[config.mk]
export PLATFORM = sky130hd
export DESIGN_NAME = bus_mem_bist
export DESIGN_NICKNAME = d
export VERILOG_FILES = /design/src/rtl/bus_mem_bist.sv
export SDC_FILE = /design/constraint.sdc
export NUM_CORES = 1
export LEC_CHECK = 0
export ABC_AREA = 1
export BUFFER_PORTS_ARGS = -buffer_cell sky130_fd_sc_hd__buf_2
export CAP_MARGIN = 20
export CELL_PAD_IN_SITES_DETAIL_PLACEMENT = 0
export CELL_PAD_IN_SITES_GLOBAL_PLACEMENT = 1
export CORE_MARGIN = 2
export CORE_UTILIZATION = 36
export DETAILED_ROUTE_END_ITERATION = 6
export GPL_ROUTABILITY_DRIVEN = 0
export PLACE_DENSITY_LB_ADDON = 0.25
export REMOVE_ABC_BUFFERS = 1
export SLEW_MARGIN = 10
export SYNTH_ARGS = -nofsm -noshare
export SYNTH_HDL_FRONTEND = slang
export SYNTH_SLANG_ARGS = --single-unit
[constraint.sdc]
create_clock -name clk50MHz -period 1.7 [get_ports clk50MHz]
set_input_delay 0.085 -clock clk50MHz [delete_from_list [all_inputs] [get_ports clk50MHz]]
set_output_delay 0.085 -clock clk50MHz [all_outputs]
set_load 0.005 [all_outputs]
[src/rtl/bus_mem_bist.sv]
// bus_mem_bist: bus-master memory self-test that writes an address pattern, reads it back and compares.
// Define BIST_TIMEOUT_EN to bound the wait for slave completion by TIMEOUT cycles.
`default_nettype none

module bus_mem_bist #(
  parameter int BUS_WIDTH  = 32,
  parameter int CTRL_WIDTH = 8,
  parameter int ADDR_WIDTH = 23
`ifdef BIST_TIMEOUT_EN
  ,
  parameter int TIMEOUT    = 255
`endif
) (
  input  logic                  clk50MHz,
  input  logic                  rst_L,
  input  logic                  start,
  input  logic [ADDR_WIDTH-1:0] base_addr,
  input  logic [ADDR_WIDTH-1:0] word_count,
  output logic                  bus_req,
  input  logic                  bus_ack,
  input  logic [BUS_WIDTH-1:0]  bus_in,
  input  logic [CTRL_WIDTH-1:0] ctrl_in,
  output logic [BUS_WIDTH-1:0]  bus_out,
  output logic [CTRL_WIDTH-1:0] ctrl_out,
  output logic                  busy,
  output logic                  done,
  output logic                  pass,
  output logic [ADDR_WIDTH-1:0] fail_addr,
  output logic [7:0]            err_count,
  output logic [7:0]            debug_out
);

  localparam logic [CTRL_WIDTH-1:0] CTRL_IDLE  = CTRL_WIDTH'(8'h00);
  localparam logic [CTRL_WIDTH-1:0] CTRL_READ  = CTRL_WIDTH'(8'h01);
  localparam logic [CTRL_WIDTH-1:0] CTRL_WRITE = CTRL_WIDTH'(8'h02);
  localparam logic [CTRL_WIDTH-1:0] CTRL_DONE  = CTRL_WIDTH'(8'h80);

  typedef enum logic [3:0] {
    S_IDLE    = 4'd0,
    S_REQ     = 4'd1,
    S_ADDR    = 4'd2,
    S_DATA    = 4'd3,
    S_WAIT    = 4'd4,
    S_RELEASE = 4'd5,
    S_FINISH  = 4'd6
  } state_t;

  state_t                state;
  logic                  phase;          // 0 = write pass, 1 = read-back pass
  logic [ADDR_WIDTH-1:0] addr;
  logic [ADDR_WIDTH-1:0] base_q;
  logic [ADDR_WIDTH-1:0] count_q;
  logic [ADDR_WIDTH-1:0] remaining;
  logic                  timeout_flag;
  logic                  slave_done;
  logic                  data_bad;
  logic                  timed_out;
  logic                  err_event;

  function automatic logic [BUS_WIDTH-1:0] pattern(input logic [ADDR_WIDTH-1:0] a);
    logic [15:0] lo;
    lo = 16'(a);
    return BUS_WIDTH'({~lo, lo});
  endfunction

  assign slave_done = (ctrl_in == CTRL_DONE);
  assign data_bad   = phase && slave_done && (bus_in != pattern(addr));

`ifdef BIST_TIMEOUT_EN
  localparam int TO_W = (TIMEOUT < 2) ? 1 : $clog2(TIMEOUT);
  logic [TO_W-1:0] wait_cnt;
  assign timed_out = !slave_done && (wait_cnt == TO_W'(TIMEOUT - 1));
`else
  assign timed_out = 1'b0;
`endif

  // Only the read-back pass has data to compare, so only it can record errors.
  assign err_event = (state == S_WAIT) && bus_ack && phase && (data_bad || timed_out);

  assign debug_out = {state, phase, timeout_flag, 2'b00};

  always_ff @(posedge clk50MHz or negedge rst_L) begin
    if (!rst_L) begin
      state        <= S_IDLE;
      phase        <= 1'b0;
      addr         <= '0;
      base_q       <= '0;
      count_q      <= '0;
      remaining    <= '0;
      bus_req      <= 1'b0;
      bus_out      <= '0;
      ctrl_out     <= CTRL_IDLE;
      busy         <= 1'b0;
      done         <= 1'b0;
      pass         <= 1'b0;
      fail_addr    <= '0;
      err_count    <= '0;
      timeout_flag <= 1'b0;
`ifdef BIST_TIMEOUT_EN
      wait_cnt     <= '0;
`endif
    end else begin
      bus_out  <= '0;
      ctrl_out <= CTRL_IDLE;
`ifdef BIST_TIMEOUT_EN
      if (state == S_WAIT) wait_cnt <= wait_cnt + 1'b1;
      else                 wait_cnt <= '0;
`endif
      if (err_event) begin
        if (err_count != 8'hFF) err_count <= err_count + 8'd1;
        if (err_count == 8'h00) fail_addr <= addr;
      end

      case (state)
        S_IDLE: begin
          if (start) begin
            base_q       <= base_addr;
            count_q      <= word_count;
            remaining    <= word_count;
            addr         <= base_addr;
            done         <= 1'b0;
            pass         <= 1'b0;
            err_count    <= '0;
            fail_addr    <= '0;
            timeout_flag <= 1'b0;
            phase        <= 1'b0;
            busy         <= 1'b1;
            if (word_count == '0) begin
              state <= S_FINISH;
            end else begin
              bus_req <= 1'b1;
              state   <= S_REQ;
            end
          end
        end
        S_REQ: begin
          if (bus_ack) begin
            bus_out  <= BUS_WIDTH'(addr);
            ctrl_out <= phase ? CTRL_READ : CTRL_WRITE;
            state    <= S_ADDR;
          end
        end
        S_ADDR: begin
          if (!bus_ack) begin
            state <= S_REQ;
          end else if (!phase) begin
            bus_out  <= pattern(addr);
            ctrl_out <= CTRL_WRITE;
            state    <= S_DATA;
          end else begin
            state <= S_WAIT;
          end
        end
        S_DATA: begin
          if (!bus_ack) state <= S_REQ;
          else          state <= S_WAIT;
        end
        S_WAIT: begin
          // Losing the grant abandons the transaction; it is re-issued at the same address.
          if (!bus_ack) begin
            state <= S_REQ;
          end else if (slave_done || timed_out) begin
            if (timed_out) timeout_flag <= 1'b1;
            bus_req <= 1'b0;
            state   <= S_RELEASE;
          end
        end
        S_RELEASE: begin
          addr      <= addr + 1'b1;
          remaining <= remaining - 1'b1;
          if (remaining == ADDR_WIDTH'(1)) begin
            if (!phase) begin
              phase     <= 1'b1;
              addr      <= base_q;
              remaining <= count_q;
              bus_req   <= 1'b1;
              state     <= S_REQ;
            end else begin
              state <= S_FINISH;
            end
          end else begin
            bus_req <= 1'b1;
            state   <= S_REQ;
          end
        end
        S_FINISH: begin
          busy  <= 1'b0;
          done  <= 1'b1;
          pass  <= (err_count == 8'h00);
          state <= S_IDLE;
        end
        default: state <= S_IDLE;
      endcase
    end
  end

endmodule

`default_nettype wire
[Word-level counts from Yosys, hierarchy flattened]
Cells that the tools add are included.
Word-level totals
  register bits after elaboration: 172
  bits in latches: 0
  bits in writable memories: 0
  bits in read-only memories: 0
  bits of input ports: 90
  logic and storage cells: 103
  memories: 0
Operators by class
  add/subtract/negate cells: 3
  multipliers: 0
  div/mod/pow operators: 0
  magnitude comparators: 0
  eq/ne operators: 18
  shifts and indexed selects: 0
  muxes and demuxes: 50
  bitwise logic cells: 1
  reductions and logical operators: 17
Operator list (count)
  $mux 23: 11
  $pmux 23 s2: 2
  $mux 32: 2
  $pmux 32 s2: 1
  $mux 8: 4
  $ne 32x32->1: 1
  $pmux 4 s6: 1
  $add 23x1->23 const B: 1
  $eq 23x1->1 const B: 1
  $logic_not 23->1: 1
  $sub 23x1->23 const B: 1
  $mux 4: 5
  $not 16->16: 1
  $mux 3: 5
  $eq 4x3->1 const B: 3
  $ne 2x2->1 const B: 6
  $mux 1: 9
  $add 8x1->8 const B: 1
  $eq 4x2->1 const B: 2
  $eq 8x8->1 const B: 1
  $logic_not 8->1: 1
  $mux 2: 4
  $ne 8x8->1 const B: 1
  $pmux 1 s2: 4
  other kinds (11): 20

[Longest topological paths before layout]
Gate-level depths: netlist (run 1).
  word-level depth: 7
  mapped depth: 14
  mapped depth without buffers: 12

[Worst setup path before layout (run 1)]
OpenSTA, ideal clock, no wires.
  kind: flip-flop to flip-flop
  from: register remaining[15]
  to: register addr[13]
  arrival: 1597 ps
  setup slack: -18 ps
  cell stages (with the launch flop): 11
  path buffers: 2
  period minus slack after synthesis: 1718 ps
  path through: dfrtp_1 nor2_2 nand2_2 nor2_4 nand3_2 nor3_4 nand2_2 buf_6 buf_6 o211ai_2 nand2_1
On the way
  longest elaborated chain between the ends: 3
RTL lines
  from (decl): line 53  | logic [ADDR_WIDTH-1:0] remaining;
  from (signal assigned): line 119  | remaining <= word_count;
  from (signal assigned): line 170  | remaining <= remaining - 1'b1;
  from (signal assigned): line 175  | remaining <= count_q;
  $eq 23x1->1: line 171  | if (remaining == ADDR_WIDTH'(1)) begin
  $mux 23: line 171
  $pmux 23 s2: line 114  | case (state)
  to (signal assigned): line 120  | addr <= base_addr;
  to (signal assigned): line 169  | addr <= addr + 1'b1;
  to (signal assigned): line 174  | addr <= base_q;
  to (decl): line 50  | logic [ADDR_WIDTH-1:0] addr;
Every way passes these cells.
A chain may end at the register's enable or synchronous reset.

[Final worst setup path (run 1)]
  from: register remaining[14]
  to: register addr[11]
The elaborated chain is that of the path after synthesis.

==> results_dict.tcl, run 1 <==
set metrics [dict create \
    fin_util_pct 54.8 \
    min_period_ps 1910 \
    path_clk_slew_ps 80 \
    use_met1_pct 31.1 \
    netlist_area_um2 9250 \
    wl_um 32500 \
    final_max_slew_viol_count 0 \
    die_x_um 164 \
    diodes 0 \
    hp-start "base_addr[2]" \
    grt_pass1_wl_um 48600 \
    critPathCaptureType "flip-flop" \
    rr_worst_depth 10 \
    drive_gt1_share_pct 33.5 \
    wl_per_cell_um 16.0 \
    r2r_slack_ps -210 \
    synth_warnings 0 \
    cts_root_buf "clkbuf_16" \
    synth_flop_cell "dfrtp_1" \
    antenna_left 0 \
    synth_edf_count 0 \
    dp_slack_ps -316 \
    die_area_um2 27000 \
    hold_viol 0 \
    worst_pin_slew_ps 510 \
    grtUsageTotal_pct 23.5 \
    detailed_place_hpwl_um 21800 \
    top_usage_layer "met2" \
    critPathMaxFanout 7 \
    fin_skew_ps 9.96 \
    worstPathRequired_ps 2030 \
    timing.rr.end "addr[11]" \
    grt_use_met2_pct 40.8 \
    drc 0 \
    synth-async-reset-ratio_pct 100 \
    io_pins 173 \
    ys_seq_elements 165 \
    critPathKind "flip-flop to flip-flop" \
    htree_num_levels 4 \
    numClockSinks 165 \
    p_per_area_nw_per_um2 1430 \
    hold_path_end "base_q[2]" \
    dieHeight_um 164 \
    synth_cells 1298 \
    rsz0062_at_grt "true" \
    rows 58 \
    cts_tree "yes" \
    synth_cell_types 36 \
    drt_iter0_drc 584 \
    setup-violations-final 75 \
    clk_latency_ps 440 \
    first_global_vias 9039 \
    holdPathStages 4 \
    post_drt_via_cell_ratio 4.70 \
    area_delta_synth_final_pct 49.1 \
    setup.worst_path.start_class "flip-flop" \
    max-cap-violations 0 \
    first_pass_iters 5 \
    yosysSeqAreaShare_pct 44.7 \
    p_leak_nw 7.33 \
    io_buffer_count 162 \
    critical_path_arrival_ps 2240 \
    antenna_found_initial 0 \
    core_um2 25200 \
    grt_max_degree 70 \
    start_util_pct 36.7 \
    final_nets 1778 \
    vias 9514 \
    clock.fmax_mhz 523 \
    fin_crit_sh_pct 113 \
    slew_headroom_pct 66.0 \
    hp-class "primary input to flip-flop" \
    reg2reg_from "remaining[14]" \
    cts_buffer_depth 2 \
    syn_area_per_cell_um2 7.12 \
    peakVddDrop_mv 0.796 \
    cts-buffers-inserted 17 \
    outcome "finished, violations left" \
    use_met3_pct 3.41 \
    setup_ws_ps -213 \
    violations "setup timing" \
    grt_overflow 0 \
]
-- cell usage in the layout, fill, tap and decap left out, types with 17 or more instances in the layout --
master and instances:
clkbuf_16 20, dfrtp_1 153, dlygate4sd3_1 46, nand2_1 419
buf_6 18, nor2_1 152, nor2_2 23, buf_2 161
buf_12 18, nand4_1 17, nand2_2 29, xor2_1 21
inv_1 124, buf_4 171, o21ai_0 53, nand3_1 52
-- metrics by stage --
| stage | instances | power [mW] | area [µm²] | TNS [ps] | hold slack, ps |
|---|---|---|---|---|---|
| finish | 2026 | 19.7 | 13800 | -8320 | 11.2 |
| global route | 2026 | 21.0 | 13800 | -16100 | 19.3 |
| CTS | 1995 | 19.1 | 13200 | -6220 | 6.86 |
| detailed placement | 1898 | 14.5 | 11600 | -11380 | 60.8 |
| global placement | 1898 | 14.5 | 11600 | -9440 | 61.4 |
| floorplan | 1243 | 10.3 | 8930 | -248520 | -211 |
-- routing by layer --
layer  part of all wire, %  vias up
met1                    45     4459
li1                      -     4807
met4                   1.8        0
met2                    49      219
met3                   4.2       29
met5                     0        -
-- cell families (layout without fill, tap and decap cells) --
family / Yosys count / after routing / synth area share (%)
other: 1 / 10 / 0.0406
adder cells (fa/ha/maj): 5 / 5 / 0.677
flip-flops: 165 / 165 / 44.7
AND/OR/NAND/NOR: 753 / 753 / 33.1
buffers and inverters: 206 / 595 / 9.57
AO/OA/AOI/OAI: 127 / 127 / 8.08
XOR/XNOR: 41 / 41 / 3.88
-- critical path: stages, from the launching register on --
cell	delay (ps)
dfrtp_2	440
nor2_4	140
nand2_2	80
nor2_4	100
nand3_2	100
nor3_4	280
nand2_4	120
buf_12	160
buf_12	140
o211ai_1	150
nand2_1	80
-- final cells by class --
type / count / area, µm²
Tap cell: 330 / 413
Multi-Input combinational cell: 936 / 4850
Clock inverter: 15 / 151
Timing Repair Buffer: 420 / 3260
Timing Repair inverter: 1 / 6.26
Fill cell: 2451 / 11400
Clock buffer: 17 / 425
Sequential cell: 165 / 4140
Inverter: 142 / 541
-- registers in the layout, indices dropped and copies added (netlist names) --
signal / count
bus_out: 32
addr: 23
base_q: 23
count_q: 23
fail_addr: 23
remaining: 23
err_count: 8
state: 3
ctrl_out: 2
bus_req: 1
busy: 1
done: 1
pass: 1
phase: 1
-- power breakdown --
group | switching (mW) | leakage, nW | internal (mW)
registers | 1.08 | 2.12 | 5.28
logic | 5.21 | 4.93 | 4.22
clock network | 1.90 | 0.286 | 1.97
-- what timing repair did --
item / CTS / global route
pin swaps: 12 / 52
setup buffers: 16 / 29
endpoints found under the setup margin: 79 / 87
endpoints found under the hold margin: 192 / 0
resized for setup: 107 / 106
gates cloned: 4 / 4
hold buffers: 46 / 0
-- synth_stat cells, types with 14 or more instances --
cell      count  share of area, %
a21oi_1      20               1.1
nor3_1       14              0.76
dfrtp_1     165                45
nand4_1      17               1.2
nand3_1      64               3.5
buf_2        17              0.92
nand2_1     451                18
buf_4        20               1.6
o21ai_0      73               4.0
inv_1       135               5.5
nor2_1      183               7.4
xnor2_1      20               1.9
xor2_1       21               2.0
clkbuf_1     24              0.97
-- how the worst max path moves through the flow --
stage / startpoint / end / cells after the start / slack (ps)
4_1_cts: addr[6] / fail_addr[5] / 15 / -160
5_1_grt: remaining[14] / addr[10] / 11 / -310
3_3_place_gp: err_count[0] / fail_addr[4] / 9 / -260
2_1_floorplan: state[2] / remaining[12] / 10 / -2680
3_5_place_dp: err_count[0] / fail_addr[4] / 9 / -320
6_report: remaining[14] / addr[11] / 10 / -210
(Power assumes the default switching activity.)
==> run 2, diff against run 1 <==
==> constraint.sdc (replaced) <==
create_clock -name clk50MHz -period 1.7 [get_ports clk50MHz]
set_input_delay 0.51 -clock clk50MHz [delete_from_list [all_inputs] [get_ports clk50MHz]]
set_output_delay 0.51 -clock clk50MHz [all_outputs]
set_load 0.005 [all_outputs]
==> run 2 against run 1 <==
Compared with the run above: sequential power is essentially flat; the run still ends with setup timing left; non-clock buffer count down 26; register-to-register slack improved by 40 ps; via count decreased by 0.19%; clock skew grew 8.5 ps; power up 2.0%; design area is 0.21% higher; critical endpoint is now remaining[12]; clock-buffer cell count stayed put.
==> results_dict.tcl, run 2 (synthesis gave the netlist of run 1 again) <==
set metrics [dict create \
    outcome "finished, violations left" \
    violations "setup timing" \
    setup.worst_path.start_class "flip-flop" \
    htree_num_levels 4 \
    cp_top_family "simple AND/OR/NAND/NOR gates" \
    critPathMaxStageDelay_ps 400 \
    crit_chain "nor2_2 -> nand2_2 -> nor2_4 -> nand3_4 -> nor3_4 -> nand2_4 -> buf_16 -> o211ai_2 -> nand2_1" \
    drc 0 \
    wl_um 31600 \
    fin_tns_setup_ps -8950 \
    hold_viol 0 \
    layout_commonest_cell "nand2_1" \
    critPathCaptureType "flip-flop" \
    critical_path_arrival_ps 2190 \
    setup_ws_ps -177 \
    cts-buffers-inserted 17 \
    worstPathRequired_ps 2020 \
    clk_latency_ps 450 \
    io_buffer_count 162 \
    clock.fmax_mhz 533 \
    p_total_mw 20.1 \
    drive_gt1_share_pct 36.7 \
    die_x_um 164 \
    min_period_ps 1880 \
    antenna_found_initial 0 \
    crit_path_start "remaining[14]" \
    fin_util_pct 54.9 \
    post_drt_via_cell_ratio 4.74 \
    dp_slack_ps -315 \
    first_pass_iters 5 \
    setup-violations-final 74 \
    diodes 0 \
    hp-start "base_addr[11]" \
    p_leak_nw 7.37 \
    holdWs_ps 290 \
    reg2reg_from "remaining[14]" \
    critPathMaxFanout 7 \
    critPathBufInv 1 \
    final_max_slew_viol_count 0 \
    largest_register_ffs 32 \
    drt_iter0_drc 534 \
    core_um2 25200 \
    layout.cell_area.non_filler_um2 13800 \
    detailed_place_hpwl_um 22200 \
    rsz0062_at_grt "true" \
    cts_buffer_depth 2 \
    final_nets 1754 \
    first_global_vias 9266 \
    path_clk_slew_ps 80 \
    grt_overflow 0 \
    top_register "bus_out" \
    critPathKind "flip-flop to flip-flop" \
    hp-class "primary input to flip-flop" \
    io_pins 173 \
    wl_per_cell_um 15.8 \
    fillers 2446 \
    grt_max_degree 50 \
    area_delta_synth_final_pct 49.4 \
    crit_path_top_delay_cell "dfrtp_1" \
    rows 58 \
    p_per_area_nw_per_um2 1450 \
    fin_crit_sh_pct 110 \
    fin_skew_ps 18.4 \
    grtUsageTotal_pct 23.9 \
    numClockSinks 165 \
    place_area_um2 11800 \
    max-cap-violations 0 \
    vias 9496 \
    die_area_um2 27000 \
    final_cell_mix "nand2_1 (400), buf_4 (184), buf_2 (161)" \
    dp_cells 1926 \
    final_cell_count_no_fill 2002 \
    peakVddDrop_mv 0.656 \
    antenna_left 0 \
    cts_root_buf "clkbuf_16" \
    dieHeight_um 164 \
    cts_tree "yes" \
    start_util_pct 36.7 \
    grt_pass1_wl_um 49300 \
]
## run 2: changes by cell type in the layout (fill, tap and decap cells not counted), moves of 11 or more
cell / previous run / this run
dlygate4sd3_1: 46 / 1
nand2_1: 419 / 400
nand3_1: 52 / 38
buf_4: 171 / 184
nand2_4: 5 / 18
nand3_2: 10 / 23
o21ai_0: 53 / 42
## run 2: final cells by class
cell class / count / area (µm²) / share of cell area [%]
Clock buffer: 17 / 425 / 3.08
Clock inverter: 15 / 178 / 1.29
Inverter: 142 / 549 / 3.97
Multi-Input combinational cell: 936 / 5010 / 36.2
Sequential cell: 165 / 4140 / 30.0
Tap cell: 330 / 413 / 2.99
Timing Repair Buffer: 394 / 3070 / 22.2
Timing Repair inverter: 3 / 33.8 / 0.244
## run 2: repair_timing
action	CTS	global route
cloned	11	3
hold buffers	1	0
resized for setup	188	82
pin swaps	34	36
setup buffers	19	14
hold endpoints to repair	25	0
setup endpoints to repair	79	88
## run 2: worst register-to-register path: stages, from the launching register on
cell and delay [ps]:
dfrtp_1 400, nor2_2 160, nand2_2 100, nor2_4 160, nand3_4 90, nor3_4 180, nand2_4 200, buf_16 210
o211ai_2 140, nand2_1 90
## run 2: worst paths after layout
kind                       depth (start not counted)  slack, ps            end
max reg2reg                                        9       -180  remaining[12]
max                                                9       -180  remaining[12]
max in group asynchronous                          3        600   remaining[8]
min reg2reg                                        2        470           done
min in group asynchronous                          2        530  fail_addr[10]
min                                                3        290     base_q[11]
## run 2: routing by layer
layer	up-vias	GRT usage (%)	share of wire, %
met2	224	40.9	49
met4	0	6.70	1.9
li1	4754	-	-
met3	37	3.08	3.9
met1	4481	31.7	45
met5	-	0	0
## run 2: where the power goes
part | total [mW] | internal [mW] | switching [mW]
clock | 3.97 | 2.00 | 1.97
sequential | 6.35 | 5.27 | 1.08
combinational | 9.73 | 4.43 | 5.30
